<file path="src/rtl/alu_arbiter.sv">
// alu_arbiter
//
// Shares one ALU between two requesters (port 0: execute stage, port 1: branch/address unit).
// A single registered issue stage drives the ALU; each requester owns one registered response
// slot, so each port has at most one transaction outstanding. ALU op encoding is passed through
// unchanged: 00 AND, 01 OR, 10 ADD, 11 SUB.
//
// Build option:
//   ALU_ARB_RR_EN  defined   -> round-robin on ties, using last_grant (reset to 1: port 0 first)
//                  undefined -> fixed priority, port 0 wins whenever eligible
//
// Ports:
//   clk, rst                        clock (rising edge), asynchronous active-high reset
//   reqN_valid/ready/a/b/op         request N handshake and operands (N = 0, 1)
//   rspN_valid/ready/data/zero      response N handshake, result and zero flag
//   alu_read1, alu_read2, alu_ops   ALU operands and operation (0 when the issue stage is empty)
//   alu_out, alu_zero               combinational ALU result and zero flag

module alu_arbiter #(
    parameter int unsigned WIDTH = 32
) (
    input  logic             clk,
    input  logic             rst,

    input  logic             req0_valid,
    output logic             req0_ready,
    input  logic [WIDTH-1:0] req0_a,
    input  logic [WIDTH-1:0] req0_b,
    input  logic [1:0]       req0_op,

    input  logic             req1_valid,
    output logic             req1_ready,
    input  logic [WIDTH-1:0] req1_a,
    input  logic [WIDTH-1:0] req1_b,
    input  logic [1:0]       req1_op,

    output logic             rsp0_valid,
    input  logic             rsp0_ready,
    output logic [WIDTH-1:0] rsp0_data,
    output logic             rsp0_zero,

    output logic             rsp1_valid,
    input  logic             rsp1_ready,
    output logic [WIDTH-1:0] rsp1_data,
    output logic             rsp1_zero,

    output logic [WIDTH-1:0] alu_read1,
    output logic [WIDTH-1:0] alu_read2,
    output logic [1:0]       alu_ops,
    input  logic [WIDTH-1:0] alu_out,
    input  logic             alu_zero
);

    // Issue stage
    logic             issue_valid_q, issue_valid_d;
    logic             issue_id_q, issue_id_d;
    logic [WIDTH-1:0] issue_a_q, issue_a_d;
    logic [WIDTH-1:0] issue_b_q, issue_b_d;
    logic [1:0]       issue_op_q, issue_op_d;

    // Response slots
    logic             rsp0_valid_q, rsp0_valid_d;
    logic [WIDTH-1:0] rsp0_data_q, rsp0_data_d;
    logic             rsp0_zero_q, rsp0_zero_d;
    logic             rsp1_valid_q, rsp1_valid_d;
    logic [WIDTH-1:0] rsp1_data_q, rsp1_data_d;
    logic             rsp1_zero_q, rsp1_zero_d;

`ifdef ALU_ARB_RR_EN
    // Port id of the most recent accept
    logic             last_grant_q, last_grant_d;
`endif

    logic busy0, busy1;
    logic elig0, elig1;
    logic win0, win1;
    logic accept0, accept1;

    // Arbitration
    always_comb begin
        busy0 = (issue_valid_q && (issue_id_q == 1'b0)) || rsp0_valid_q;
        busy1 = (issue_valid_q && (issue_id_q == 1'b1)) || rsp1_valid_q;
        elig0 = req0_valid && !busy0;
        elig1 = req1_valid && !busy1;
`ifdef ALU_ARB_RR_EN
        // On a tie the port that did not win last time goes first.
        win0  = elig0 && (!elig1 || last_grant_q);
        win1  = elig1 && (!elig0 || !last_grant_q);
`else
        win0  = elig0;
        win1  = elig1 && !elig0;
`endif
        req0_ready = win0 && !rst;
        req1_ready = win1 && !rst;
        accept0    = req0_valid && req0_ready;
        accept1    = req1_valid && req1_ready;
    end

    // Next-state
    always_comb begin
        issue_valid_d = accept0 || accept1;
        issue_id_d    = issue_id_q;
        issue_a_d     = issue_a_q;
        issue_b_d     = issue_b_q;
        issue_op_d    = issue_op_q;
        if (accept0) begin
            issue_id_d = 1'b0;
            issue_a_d  = req0_a;
            issue_b_d  = req0_b;
            issue_op_d = req0_op;
        end else if (accept1) begin
            issue_id_d = 1'b1;
            issue_a_d  = req1_a;
            issue_b_d  = req1_b;
            issue_op_d = req1_op;
        end

        rsp0_valid_d = rsp0_valid_q;
        rsp0_data_d  = rsp0_data_q;
        rsp0_zero_d  = rsp0_zero_q;
        rsp1_valid_d = rsp1_valid_q;
        rsp1_data_d  = rsp1_data_q;
        rsp1_zero_d  = rsp1_zero_q;

        if (rsp0_ready) begin
            rsp0_valid_d = 1'b0;
        end
        if (rsp1_ready) begin
            rsp1_valid_d = 1'b0;
        end
        // A write into a slot never coincides with that slot being valid (busy blocks it),
        // so placing the write after the clear is purely defensive.
        if (issue_valid_q && (issue_id_q == 1'b0)) begin
            rsp0_valid_d = 1'b1;
            rsp0_data_d  = alu_out;
            rsp0_zero_d  = alu_zero;
        end
        if (issue_valid_q && (issue_id_q == 1'b1)) begin
            rsp1_valid_d = 1'b1;
            rsp1_data_d  = alu_out;
            rsp1_zero_d  = alu_zero;
        end

`ifdef ALU_ARB_RR_EN
        last_grant_d = last_grant_q;
        if (accept0) begin
            last_grant_d = 1'b0;
        end else if (accept1) begin
            last_grant_d = 1'b1;
        end
`endif
    end

    always_ff @(posedge clk or posedge rst) begin
        if (rst) begin
            issue_valid_q <= 1'b0;
            issue_id_q    <= 1'b0;
            issue_a_q     <= '0;
            issue_b_q     <= '0;
            issue_op_q    <= 2'b00;
            rsp0_valid_q  <= 1'b0;
            rsp0_data_q   <= '0;
            rsp0_zero_q   <= 1'b0;
            rsp1_valid_q  <= 1'b0;
            rsp1_data_q   <= '0;
            rsp1_zero_q   <= 1'b0;
        end else begin
            issue_valid_q <= issue_valid_d;
            issue_id_q    <= issue_id_d;
            issue_a_q     <= issue_a_d;
            issue_b_q     <= issue_b_d;
            issue_op_q    <= issue_op_d;
            rsp0_valid_q  <= rsp0_valid_d;
            rsp0_data_q   <= rsp0_data_d;
            rsp0_zero_q   <= rsp0_zero_d;
            rsp1_valid_q  <= rsp1_valid_d;
            rsp1_data_q   <= rsp1_data_d;
            rsp1_zero_q   <= rsp1_zero_d;
        end
    end

`ifdef ALU_ARB_RR_EN
    always_ff @(posedge clk or posedge rst) begin
        if (rst) begin
            last_grant_q <= 1'b1;
        end else begin
            last_grant_q <= last_grant_d;
        end
    end
`endif

    // Outputs
    always_comb begin
        alu_read1  = issue_valid_q ? issue_a_q  : '0;
        alu_read2  = issue_valid_q ? issue_b_q  : '0;
        alu_ops    = issue_valid_q ? issue_op_q : 2'b00;
        rsp0_valid = rsp0_valid_q;
        rsp0_data  = rsp0_data_q;
        rsp0_zero  = rsp0_zero_q;
        rsp1_valid = rsp1_valid_q;
        rsp1_data  = rsp1_data_q;
        rsp1_zero  = rsp1_zero_q;
    end

endmodule
</file>
<file path="config.mk">
export PLATFORM = sky130hd
export DESIGN_NAME = alu_arbiter
export DESIGN_NICKNAME = d
export VERILOG_FILES = /design/src/rtl/alu_arbiter.sv
export SDC_FILE = /design/constraint.sdc
export NUM_CORES = 1
export LEC_CHECK = 0
export CAP_MARGIN = 10
export CORE_MARGIN = 2
export CORE_UTILIZATION = 30
export CTS_CLUSTER_SIZE = 8
export DETAILED_ROUTE_END_ITERATION = 6
export PLACE_DENSITY_LB_ADDON = 0.12
export SLEW_MARGIN = 20
export SYNTH_ARGS = -nofsm -noshare
export SYNTH_HDL_FRONTEND = slang
export SYNTH_SLANG_ARGS = --single-unit
</file>
<file path="constraint.sdc">
create_clock -name clk -period 6.2 [get_ports clk]
set_input_delay 1.24 -clock clk [delete_from_list [all_inputs] [get_ports clk]]
set_output_delay 1.24 -clock clk [all_outputs]
set_load 0.02 [all_outputs]
</file>
# Yosys cells after proc, flatten, opt, wreduce, memory -nomap -nowiden
# Index checks and enable logic that the tools add are counted.
[word_totals]
reg_bits = 136
latchBits = 0
ramBits = 0
romBits = 0
inputBits = 171
output_inout_bits = 136
word_cells = 46
mem_count = 0
[classes]
addsub = 0
multipliers = 0
div = 0
order_cmp = 0
n_eq_ne = 0
shift = 0
mux = 15
bitwise = 1
reduce_logical = 19
[op_table]
columns = ["cell", "n"]
rows = [
  ["$mux 32", 6],
  ["$logic_and 1x1->1", 9],
  ["$mux 1", 6],
  ["$mux 2", 3],
  ["$reduce_bool 2->1", 3],
  ["$logic_not 1->1", 4],
  ["$logic_or 1x1->1", 3],
  ["$not 1->1", 1],
]

# Depth between registers and ports, before layout
[depth]
depth_word = 11
depth_mapped = 7

# Worst setup path before layout
# Ideal clock, no wire load.
[synth_path]
path_type = "in2out"
startpoint = "input port rst"
endpoint = "output port req1_ready"
t_arrival_ns = 2.327
setup_slack_ns = 2.633
path_stages = 6
path_buffers = 3
path_cell_list = "buf_2 > a211oi_2 > buf_2 > buf_2 > o211ai_1 > inv_1"
[synth_between]
elab_chain_cells = 2
[synth_lines]
columns = ["element", "line_no", "source"]
rows = [
  ["start, declared", "23", "input logic rst,"],
  ["$logic_not 1->1 (no source line)", "--", ""],
  ["$logic_and 1x1->1", "94", "req1_ready = win1 && !rst;"],
  ["end, declared", "32", "output logic req1_ready,"],
]
# Every way passes these cells.

# Worst setup path in the final report
[layout_path]
startpoint = "input port req0_valid"
endpoint = "output port req0_ready"
[layout_between]
elab_chain_cells = 2
[layout_lines]
columns = ["element", "line_no", "source"]
rows = [
  ["start, declared", "25", "input logic req0_valid,"],
  ["$logic_and 1x1->1", "83", "elig0 = req0_valid && !busy0;"],
  ["$logic_and 1x1->1", "93", "req0_ready = win0 && !rst;"],
  ["end, declared", "26", "output logic req0_ready,"],
]
# Every way passes these cells.

==> impl_results.md <==
* Worst setup path end: req0_ready
* Antenna-violating nets left at 0
* Post-CTS Setup Inserts at 0
* GP Congestion at 0.7415
* F_max at approximately 220 MHz
* Number of port buffers at 306
* Number of buffers created by CTS at 17
* Total track usage at about a fifth
* Reg-to-reg startpoint: issue_valid_q$_DFF_PP0_
* Die X at roughly 150 um
* Worst setup slack after layout at between 1.5 and 2 ns
* Clock tree buffer depth at 2
* Post-synthesis async set-or-reset flop share at between 90% and 100%
* Fin nets at 1126
* Most common cell after layout, fill and taps aside: clkdlybuf4s50_1
* Pwr Density at 483.6 nW/um^2
* Status: finished, final reports clean
* Largest net degree at the start of global routing at 81
* Relative slew slack at 43.51%
* Syn nets at 874
* Die H at 153.2 um
* CTS tree: built
* Crit path from: req0_valid
* Yosys reg bits at 136
* Final Max Slew Viols at 0
* Hold wc startpoint: rsp1_data[11]$_DFFE_PP0P_
* Sequential-to-total area share from yosys stat at 50.96%
* Post-synth EDFFs at 0
* Final Cell Area at between 10000 and 15000 sq um
* # rows at 54
* Final non-filler cell total at 1248
* Core area at 21820 sq um
* Detailed Route Iter0 Violations at between 200 and 300
* HPWL after DPL at around 15 mm
* Worst min path class: reg -> reg
* Vias in the first global route at ~6600
* RR Endpoint: issue_a_q[22]$_DFFE_PP0P_
* Mapped cell area at around 6700 sq um
* WS Path Type: in -> out
* Max_cap viols at 0
* Aggregate routed wire length at 24.46 mm
* Avg WL per Cell at a little under 20 um
* Setup tns final at 0 ns
* Ys flop type: dfrtp_1
* Sw Ratio at between 30% and 40%
* Combinational fraction of design power at 48.5%
* Die area at 23470 sq um
* Initial Util at 30.60%
* Int Power at around 3.1 mW
* Final Util at 47.83%
* Reg power frac at 31.0%
* Final setup vio count at 0
* Synth warn at 0
* NetSw at 1.979 mW
* H-tree Lvls at 4
* Worst-path clk slew at 0.06 ns
* Clk_lat worst skew at 0.42 ns
* Post-Place Setup Slack at 1.639 ns
* Power after layout at ~5.0 mW
* Post-route clock period utilization at 73.36%
* Leakage power at 4.114 nW
* Global route overflow at 0
* Area Growth Syn to Fin at 56.30%
* Clock Power Share at 20.5%
* FF-to-FF path depth at 5
* Hold buffer count at cts at 0
* Clk root buf: clkbuf_16
* Critical path endpoint category: output port
* Post-CTS sizing at 0
* Vias per Instance at 5.180
* Commonest cells after routing, fill and taps aside: 304 x clkdlybuf4s50_1, 135 x dfrtp_1, 102 x nand2_1
* Worst VDD drop at approximately 0.00023 V
* Unrepaired setup endpoints after global routing: false
* Crit path DAT at 3.31 ns
* I/O pins at 307
* Clock Sink Count at 136
* Critical Path Source Type: input port
* DRT Pass-1 Iters at 4
* Vias at roughly 6500
* Initial antenna violation count at 1
* Critical path required time at between 4 and 5 ns
* Synth cell types at 24
* Min Tclk post-route at 4.548 ns
* First-pass GRT wire length at 38.85 mm
* R2R Setup Slk at 3.51 ns
* Endpoints failing hold at 0
* Synth Instances at 703
* Residual DRC at 0
* CP max FO at 26
* Layout cells sized above 1 at 8.687%
* Placed Instances at 1216
* Area after DPL at 9847 sq um
* Synthesized area per cell at roughly 9.5 sq um
* Final hold slack at 0.4707 ns
* Tightest Pin Transition at 0.8474 ns
* Final Skew at around 0.011 ns
## cell usage after synthesis (2+ instances only)
cell,n,area [sq um]
nand3_1,66,330.3
buf_6,2,22.52
buf_1,6,22.52
inv_1,5,18.77
dfrtp_1,136,3403
clkbuf_1,61,229.0
a31oi_1,66,412.9
nand2b_1,2,12.51
and2_1,67,419.2
nor4_1,66,412.9
mux2_1,3,33.78
nand2_1,102,382.9
mux2_2,30,337.8
o31ai_1,67,503.0
buf_2,15,75.07
## worst min path at each step
stage | to | depth (start not counted) | slack [ns]
after CTS | rsp1_data[30]$_DFFE_PP0P_ | 2 | 0.48
after floorplan | issue_a_q[0]$_DFFE_PP0P_ | 2 | 0.53
final | rsp1_data[11]$_DFFE_PP0P_ | 2 | 0.47
after global placement | rsp1_data[10]$_DFFE_PP0P_ | 2 | 0.46
after detailed placement | rsp1_data[19]$_DFFE_PP0P_ | 2 | 0.46
after global routing | rsp1_data[25]$_DFFE_PP0P_ | 2 | 0.49
## cells by family after synthesis
logic type | share of synthesized area [%]
compound gates | 14.20
simple gates | 23.59
mux | 5.565
buf+inv | 5.677
flops | 50.96
## sequential cells by signal (all words and copies together), names as in the netlist
name / cells
issue_b_q: 32
issue_a_q: 32
issue_id_q: 1
rsp1_zero: 1
issue_op_q: 2
rsp0_data: 32
rsp1_valid: 1
rsp0_zero: 1
rsp0_valid: 1
rsp1_data: 32
issue_valid_q: 1
## worst max-delay path, cell delays in order
cell	delay [ns]
clkdlybuf4s50_1	0.47
nand2b_2	0.32
or3_2	0.56
inv_2	0.07
clkdlybuf4s50_1	0.64
## final cells by class
class / instances / area (sq um)
fillers: 2114 / 11390
flip-flops and latches: 136 / 3405
repair buffers: 318 / 3146
multi-input cells: 476 / 2919
clock buffers: 17 / 425.4
well taps: 280 / 350.3
clock inverters: 14 / 162.7
inverters: 6 / 27.53
diodes: 1 / 2.502
## power groups by stage
stage / logic (mW) / registers [mW] / clock network [mW]
finish: 2.45 / 1.57 / 1.03
detailed placement: 2.47 / 1.58 / 0
floorplan: 1.10 / 1.81 / 0
global route: 2.63 / 1.63 / 1.10
CTS: 2.48 / 1.57 / 1.06
global placement: 2.47 / 1.57 / 0
## layer usage
layer | part of all wire [%] | track usage, %
met1 | 45 | 27.71
met2 | 46 | 32.74
met4 | 2.6 | 7.496
met5 | 0 | 0
met3 | 6.4 | 5.189
No activity file was read; power rests on OpenSTA's default activity.
